[config.mk]
export PLATFORM = sky130hd
export DESIGN_NAME = seq_shifter
export DESIGN_NICKNAME = d
export VERILOG_FILES = /design/src/rtl/seq_shifter_pkg.sv /design/src/rtl/seq_shifter_shift_step.sv /design/src/rtl/seq_shifter.sv
export SDC_FILE = /design/constraint.sdc
export NUM_CORES = 1
export LEC_CHECK = 0
export CELL_PAD_IN_SITES_DETAIL_PLACEMENT = 1
export CELL_PAD_IN_SITES_GLOBAL_PLACEMENT = 2
export CORE_UTILIZATION = 25
export DETAILED_ROUTE_END_ITERATION = 10
export PLACE_DENSITY = 0.73
export SLEW_MARGIN = 10
export SYNTH_ARGS = -nofsm -noshare
export SYNTH_HDL_FRONTEND = slang
export SYNTH_HIERARCHICAL = 1
export SYNTH_SLANG_ARGS = --single-unit
[constraint.sdc]
create_clock -name clk -period 1.6 [get_ports clk]
set_clock_uncertainty 0.2 [all_clocks]
set_input_delay 0.16 -clock clk [delete_from_list [all_inputs] [get_ports clk]]
set_output_delay 0.16 -clock clk [all_outputs]
set_load 0.02 [all_outputs]
[src/rtl/seq_shifter_pkg.sv]
`default_nettype none
// ============================================================================
//  Module      : seq_shifter_pkg
//  Description : Shared operation and FSM state encodings for seq_shifter.
//  Revision    : 1.0 - initial release
// ============================================================================
package seq_shifter_pkg;

    localparam logic [1:0] MODE_LSL = 2'b00;
    localparam logic [1:0] MODE_LSR = 2'b01;
    localparam logic [1:0] MODE_ASR = 2'b10;
    localparam logic [1:0] MODE_ROR = 2'b11;

    typedef enum logic [1:0] {
        ST_IDLE  = 2'd0,
        ST_SHIFT = 2'd1,
        ST_DONE  = 2'd2
    } state_t;

endpackage : seq_shifter_pkg
`default_nettype wire

[src/rtl/seq_shifter_shift_step.sv]
`default_nettype none
// ============================================================================
//  Module      : shift_step
//  Description : Combinational single-bit shift/rotate step with carry-out.
//  Revision    : 1.0 - initial release
// ============================================================================
module shift_step
    import seq_shifter_pkg::*;
#(
    parameter int W = 8
) (
    input  logic [W-1:0] i_data,
    input  logic [1:0]   i_mode,
    output logic [W-1:0] o_data,
    output logic         o_bit
);

    always_comb begin
        o_data = i_data;
        o_bit  = i_data[0];
        case (i_mode)
            MODE_LSL: begin
                o_data = {i_data[W-2:0], 1'b0};
                o_bit  = i_data[W-1];
            end
            MODE_LSR: o_data = {1'b0, i_data[W-1:1]};
            MODE_ASR: o_data = {i_data[W-1], i_data[W-1:1]};
            MODE_ROR: o_data = {i_data[0], i_data[W-1:1]};
            default:  o_data = i_data;
        endcase
    end

endmodule : shift_step
`default_nettype wire

[src/rtl/seq_shifter.sv]
`default_nettype none
// ============================================================================
//  Module      : seq_shifter
//  Description : Multi-cycle shifter, one bit per cycle, LSL/LSR/ASR/ROR.
//  Revision    : 1.0 - initial release
// ============================================================================
module seq_shifter
    import seq_shifter_pkg::*;
#(
    parameter int W  = 8,
    parameter int CW = 3
) (
    input  logic          clk,
    input  logic          rst,
    input  logic          start,
    input  logic [W-1:0]  din,
    input  logic [CW-1:0] amt,
    input  logic [1:0]    mode,
    output logic          busy,
    output logic          done,
    output logic [W-1:0]  dout,
    output logic          c_out,
    output logic          z,
    output logic          n
);

    state_t         r_state;
    state_t         w_state_nxt;
    logic [W-1:0]   r_dout;
    logic           r_cout;
    logic [CW-1:0]  r_cnt;
    logic [1:0]     r_mode;
    logic [W-1:0]   w_step_data;
    logic           w_step_bit;
    logic           w_last_step;

    shift_step #(.W(W)) u_step (
        .i_data (r_dout),
        .i_mode (r_mode),
        .o_data (w_step_data),
        .o_bit  (w_step_bit)
    );

    // A zero count in SHIFT cannot occur normally; treat it as final so the FSM never stalls.
    assign w_last_step = (r_cnt == CW'(1)) || (r_cnt == '0);

    always_ff @(posedge clk) begin
        if (rst) begin
            r_state <= ST_IDLE;
        end else begin
            r_state <= w_state_nxt;
        end
    end

    always_comb begin
        w_state_nxt = r_state;
        case (r_state)
            ST_IDLE: begin
                if (start) begin
                    w_state_nxt = (amt != '0) ? ST_SHIFT : ST_DONE;
                end
            end
            ST_SHIFT: begin
                if (w_last_step) begin
                    w_state_nxt = ST_DONE;
                end
            end
            ST_DONE: w_state_nxt = ST_IDLE;
            default: w_state_nxt = ST_IDLE;
        endcase
    end

    always_ff @(posedge clk) begin
        if (rst) begin
            r_dout <= '0;
            r_cout <= 1'b0;
            r_cnt  <= '0;
            r_mode <= MODE_LSL;
        end else begin
            case (r_state)
                ST_IDLE: begin
                    if (start) begin
                        r_dout <= din;
                        r_cnt  <= amt;
                        r_mode <= mode;
                        r_cout <= 1'b0;
                    end
                end
                ST_SHIFT: begin
                    r_dout <= w_step_data;
                    r_cout <= w_step_bit;
                    if (r_cnt != '0) begin
                        r_cnt <= r_cnt - CW'(1);
                    end
                end
                default: begin
                end
            endcase
        end
    end

    assign busy  = (r_state == ST_SHIFT);
    assign done  = (r_state == ST_DONE);
    assign dout  = r_dout;
    assign c_out = r_cout;
    assign z     = (r_dout == '0);
    assign n     = r_dout[W-1];

endmodule : seq_shifter
`default_nettype wire

==> metrics.txt, run 1 <==
I/O pins 29; period utilization 108.0%; ANT cells 0; CP max stage cell or4_4; synth cell count leaders 16 x dfxtp_1, 13 x nor2_1, 11 x mux2i_1; unrepaired setup endpoints after global routing yes; port buffer count 28; flops & latches, synth 16; GRT Util Overall ~15%; slowest stage delay, CP approximately 0.55 ns; # fillers between 400 and 500; Rel. slew slack about three quarters; WP data required 1.24 ns; top-count cell post-synth dfxtp_1; Routed WL 3061 um; share of cells above drive strength 1 roughly 33%; Mapped Avg Cell Area just under 10 sq um; Die Wd 64.52 um; CTS buffer count 3; register area share after synthesis about a third; Max Fclk around 580 MHz; status complete, but fails checks; failing checks setup timing; Vias approximately 950; CTS sink count 16; Synth Area in Compound Gates 19.59%; initial antenna violation count 0; Synth Warn # 6; total die area 4163 sq um; CTS tree done; XOR/XNOR share of the synthesized area 0.8963%; maxcap violations 0; row count 22; post-detailed-route DRC marker count 0; final worst slack -0.1279 ns; clk root buf clkbuf_8; share of the synthesized area in the top cell type 32.78%; Overflow after GRT 0; worst skew pair latency between 0.2 and 0.3 ns; post-synth cell types 33; 1st-iter DRT viols 27; number of synthesized flops with an enable pin 0; DP Worst Slack -0.3403 ns; final max-slew violation count 0; post-DP HPWL ~2300 um; post-route insts no fill 195; global-route wire length before repair roughly 4700 um; clk buf depth 2; register area 324.1 sq um; area of the multi-input gates 625.6 sq um; ANT nets after route 0; PwrDens 919.7 nW/um^2; leakage dissipation between 0.0006 and 0.0007 uW; Worst VDD drop around 0.42 mV; leading post-synthesis cells by cell area dfxtp_1 33%, mux2i_1 11%, mux2_2 8.1%; placed cells 188; initial core utilization a little over a quarter; NumNets Final about 170; gp weighted congestion around 0.75; nature of the critical path startpoint flip-flop; clock-pin slew on the worst setup and hold paths 0.07 ns; largest net degree at the start of global routing 10; core footprint about 3700 sq um; Critical Path, Cell by Cell or4_4 -> nor2_4 -> buf_6; mux cell area share after synthesis ~20%; Setup violations, final 1; CTS H-tree depth 1; minimum clock period approximately 1.7 ns; CP Max Fanout 2; post-synthesis net count roughly 120; asr flop ratio synth 0%; cell count after synthesis 100; kind of critical path flip-flop to output pin; HP Class input pin to flip-flop; top_reg_cell synth dfxtp_1; DIE HEIGHT about 65 um; Adder-Cell Fraction of Synth Area under 10%; Post-CTS Hold Buffers 0; Worst EP arrival between 1 and 1.5 ns; synthesis-to-layout area growth 56.34%; number of vias per cell 4.887; largest area contributor in the netlist dfxtp_1; Post-Synth Simple-Gate Area 14.60%; largest family of logic cells by synthesized area multiplexers; DR pass1 iterations 4; endpoint class of the critical path output pin; vias in the first global route 987; Total Power approximately 1400 uW; Synth Cell Area about 980 sq um; wire length per cell 15.70 um; final hold violation count 0; Tightest Pin Transition between 0.3 and 0.4 ns
==> kinds of logic (layout without fill, tap and decap cells) <==
group,Yosys count,in the layout
AOI/OAI and AO/OA,24,24
and+or+nand+nor,24,25
muxes,19,19
DFF,16,16
buffers and inverters,13,59
adders and majority gates,3,3
xor gates and xnor gates,1,1
==> layout make-up <==
cell class,instances,share of cell area (%)
clock buffer,4,3.604
inverter,5,1.228
tap,48,3.931
multi-input combinational,72,40.95
timing repair buffer,50,29.07
sequential,16,21.21
==> layout by cell type (no fill, tap or decap), types with 2 or more instances in the layout <==
master and n:
a211oi_1 10, mux2_2 7, dfxtp_2 3, nand3b_1 3, buf_4 21, nor2_4 3, nor2b_1 2, inv_1 4
mux2i_1 11, nor2_1 12, dlygate4sd2_1 10, or4_4 3, o211ai_1 2, clkbuf_8 4, dfxtp_1 13, ha_1 2
clkdlybuf4s50_1 15
==> report_power, final <==
group	switching, uW	total [uW]	internal (uW)	leakage [uW]
Clock	147	365	218	0.0000288
Sequential	36.4	480	444	0.000133
Combinational	266	559	293	0.000497
Total	450	1410	955	0.000659
==> path summary, 6_finish.rpt <==
check,startpoint,to,slack [ns],depth (start not counted)
min,mode[1],r_mode[1],0.32,3
min reg2reg,c_out,c_out,0.34,2
max,dout[0],z,-0.13,3
max reg2reg,r_mode[1],dout[1],0.09,4
==> worst max-delay path: cells and delay by family (launching register included) <==
kind	cells	cell delay (ns)
buffers and inverters	1	0.12
flip-flops	1	0.32
AND/OR/NAND/NOR	2	0.68
==> metal layers <==
metal / global-route usage [%] / wire length [um] / up-vias
li1: - / - / 464
met1: 16.60 / 1408 / 475
met2: 27.76 / 1569 / 14
met3: 2.993 / 83 / 0
met4: 5.000 / 0 / 0
met5: 0 / 0 / -
==> metrics by stage <==
| stage | utilization [%] | hold WS, ns | TNS (ns) | area (sq um) |
|---|---|---|---|---|
| final | 41.11 | 0.3247 | -0.1279 | 1528 |
| after detailed placement | 38.28 | 0.3033 | -1.268 | 1423 |
| after floorplan | - | 0.1072 | 0 | 977.2 |
| after CTS | 39.53 | 0.3270 | -0.1682 | 1469 |
| after global placement | 38.28 | 0.3026 | -0.9968 | 1423 |
| after global routing | 41.11 | 0.3244 | -0.1511 | 1528 |
==> repair_timing <==
| action | CTS | global route |
|---|---|---|
| pin swaps | 2 | 3 |
| cloned | 0 | 1 |
| gates resized for setup | 16 | 16 |
| endpoints found under the setup margin | 13 | 12 |
| setup buffers | 1 | 1 |
==> flip-flops by register name, summed over array words and instances, names as in the netlist <==
| signal | count |
|---|---|
| dout | 8 |
| r_cnt | 3 |
| r_mode | 2 |
| r_state | 2 |
| c_out | 1 |
No activity file was read; power rests on OpenSTA's default activity.
==> run 2, diff against run 1 <==
- CORE_UTILIZATION: 25 -> 24
- CTS_BUF_LIST: default -> sky130_fd_sc_hd__clkbuf_4 sky130_fd_sc_hd__clkbuf_8 sky130_fd_sc_hd__clkbuf_16
- PLACE_DENSITY: 0.73 -> 0.74
- SYNTH_HIERARCHICAL: 1 -> default
==> metrics.txt, run 2 <==
status complete, but fails checks; failing checks setup timing; Int Pwr 875.4 uW (-8.4%); DP Worst Slack -0.2863 ns (+0.05395 ns); Routed WL 3224 um (+5.3%); period utilization 105.9% (-2.1 points); Worst EP arrival 1.33 ns (-0.04 ns); total die area 4422 sq um (+6.2%); final worst slack -0.09365 ns (+0.03428 ns); WL met1 1475 um (+4.8%); initial antenna violation count 0 (unchanged); WP data required 1.24 ns (about the same); synth cell count leaders 16 x dfxtp_1, 9 x a211oi_1, 8 x o211ai_1; endpoint class of the critical path output pin; CTS sink count 16 (unchanged); wire length per cell 15.73 um (+0.19%); clock-pin slew on the worst setup and hold paths 0.07 ns (about the same); clk buf depth 2 (unchanged); CTS tree done; minimum clock period 1.694 ns (-0.03428 ns); final max-slew violation count 0 (unchanged); top-count cell post-synth dfxtp_1; largest net degree at the start of global routing 15 (+5); CP Max Fanout 2 (unchanged); CTS H-tree depth 1 (unchanged); CTS buffer count 3 (unchanged); Comb pwr share 40.9% (+1.1 points); Post-CTS Hold Buffers 0 (unchanged); reg2reg end r_state[0]; Synth Cell Area 998.5 sq um (+2.2%); Setup violations, final 1 (unchanged); met3 wire length 137 um (+65%); DR pass1 iterations 4 (unchanged); clk root buf clkbuf_8; Tightest Pin Transition 0.2788 ns (-0.1021 ns); leading post-synthesis cells by cell area dfxtp_1 32%, a211oi_1 6.8%, o211ai_1 6.0%; Top Metal Used met4; crit path to z; post-DP HPWL 2501 um (+8.4%); R2R depth 5 (+1); number of vias per cell 5.102 (+4.4%); Rel. slew slack 81.39% (+7.1 points); post-synthesis net count 131 (+10%); Psw 455.4 uW (+1.3%); global-route wire length before repair 5057 um (+8.4%); nature of the critical path startpoint flip-flop; ANT nets after route 0 (unchanged); cell count after synthesis 112 (+12%); number of flip-flops in the largest register 8 (unchanged); vias in the first global route 1022 (+3.5%); most common cell after layout, fill and taps aside buf_4; Mapped Avg Cell Area 8.915 sq um (-8.8%); Overflow after GRT 0 (unchanged); Worst VDD drop 0.4128 mV (-1.9%); Hold Worst Slack 0.2659 ns (-0.05874 ns); ANT cells 0 (unchanged); worst path buffer plus inverter count 1 (unchanged); top_reg_cell synth dfxtp_1; Critical Path, Cell by Cell or4_1 -> nor2_1 -> buf_4; initial core utilization 24.96% (-1.3 points); number of synthesized flops with an enable pin 0 (unchanged); post-detailed-route DRC marker count 0 (unchanged); PwrDens 876.8 nW/um^2 (-4.7%); CP max stage cell or4_1; slowest stage delay, CP 0.52 ns (-0.03 ns); share of cells above drive strength 1 25.16% (-8.2 points); asr flop ratio synth 0% (unchanged); Flop pwr share 35.9% (+1.7 points); clock network fraction of total power 23.2% (-2.8 points); I/O pins 29 (unchanged); Worst R2R Start r_cnt[0]; Max Fclk 590.4 MHz (+2.0%); row count 23 (+4.5%); # fillers 460 (+3.1%); kind of critical path flip-flop to output pin; gp weighted congestion 0.8100 (+8.1%); leakage dissipation 0.0006244 uW (-5.3%); DIE HEIGHT 66.50 um (+3.1%); Crit. path cell count 3 (unchanged); Crit. Startpoint dout[1]; worst skew pair latency 0.25 ns (about the same); flops & latches, synth 16 (unchanged); Synth Warn # 0 (-6); unrepaired setup endpoints after global routing yes; Vias 1046 (+9.8%); maxcap violations 0 (unchanged); register-to-register setup slack 0.09 ns (about the same); final hold violation count 0 (unchanged); post-synth cell types 34 (+3.0%); delay-heaviest family, CP simple AND/OR/NAND/NOR gates; NumNets Final 176 (+5.4%); GRT Util Overall 15.42% (+0.52 points); 1st-iter DRT viols 38 (+41%); core footprint 4000 sq um (+7.6%); most frequent cells in the layout 22 x buf_4, 16 x clkdlybuf4s50_1, 14 x dfxtp_1; register area share after synthesis 32.08% (-0.70 points); Net Sw Frac 34.22% (+2.2 points); number of setup buffers added after CTS 0 (-1); routed length on met2 1581 um (+0.76%); Die Wd 66.50 um (+3.1%); share of the synthesized area in the top cell type 32.08% (-0.70 points); port buffer count 28 (unchanged); largest area contributor in the netlist dfxtp_1; HP Class flip-flop to flip-flop; synthesis-to-layout area growth 52.01%
[run 2: changes by cell type after synthesis, sizes merged, moves of 3 or more]
cell    before  now
mux2i       11    3
o21ai        1   10
buf          5    9
o21a         0    7
nand2b       0    3
a21oi        1    4
mux2         8    0
nor2        14    4
nand3        0    7
o211ai       2    8
[run 2: metrics by stage]
stage                     cells  util [%]  setup TNS (ns)  instance area [sq um]  power, uW
after floorplan             112         -               0                  998.5      780.5
after global placement      202     36.19         -0.4024                   1448       1018
after detailed placement    202     36.19         -0.5170                   1448       1034
after CTS                   205     36.97         -0.1056                   1479       1317
after global routing        205     37.94         -0.1612                   1518       1403
final                       205     37.94        -0.09365                   1518       1331
[run 2: area by class of cell]
type                            instances  area, sq um  area share [%]
Timing Repair Buffer                   50        442.9           29.18
Tap cell                               50        62.56           4.122
Inverter                                4        17.52           1.154
Clock buffer                            3        41.29           2.721
Sequential cell                        16        322.8           21.27
Multi-Input combinational cell         82        630.6           41.55
[run 2: worst min-delay path: stages, from the launching register on]
cell and delay (ns):
dfxtp_1 0.31, nand2_1 0.05, a21oi_1 0.05
[run 2: layer usage]
metal / track usage, % / up-vias
li1: - / 512
met1: 19.22 / 503
met2: 27.04 / 27
met3: 2.740 / 4
met4: 3.989 / 0
met5: 0 / -
[run 2: cell families after synthesis]
group	Yosys count	synth area share, %
flops	16	32.08
compound gates	46	33.96
xor+xnor	1	0.8774
mux	3	3.008
simple gates	29	17.42
fa+ha+maj	3	3.760
buf+inv	14	8.897
[run 2: how the worst min path moves through the flow]
stage / from / endpoint / slack, ns / cells after the start
after detailed placement: c_out / c_out / 0.27 / 2
after CTS: c_out / c_out / 0.27 / 2
final: c_out / c_out / 0.27 / 2
after global placement: c_out / c_out / 0.24 / 2
after global routing: c_out / c_out / 0.28 / 2
after floorplan: mode[0] / r_mode[0] / 0.11 / 2
[run 2: power by group through the flow]
| stage | clock network, uW | logic, uW | registers, uW |
|---|---|---|---|
| after CTS | 313 | 530 | 474 |
| final | 309 | 544 | 478 |
| after detailed placement | 0 | 550 | 483 |
| after global placement | 0 | 540 | 478 |
| after floorplan | 0 | 259 | 522 |
| after global routing | 328 | 592 | 483 |
[run 2: repair_timing]
item	in CTS	in global routing
endpoints found under the setup margin	13	6
pin swaps	0	3
gates resized for setup	18	10
cloned	0	0
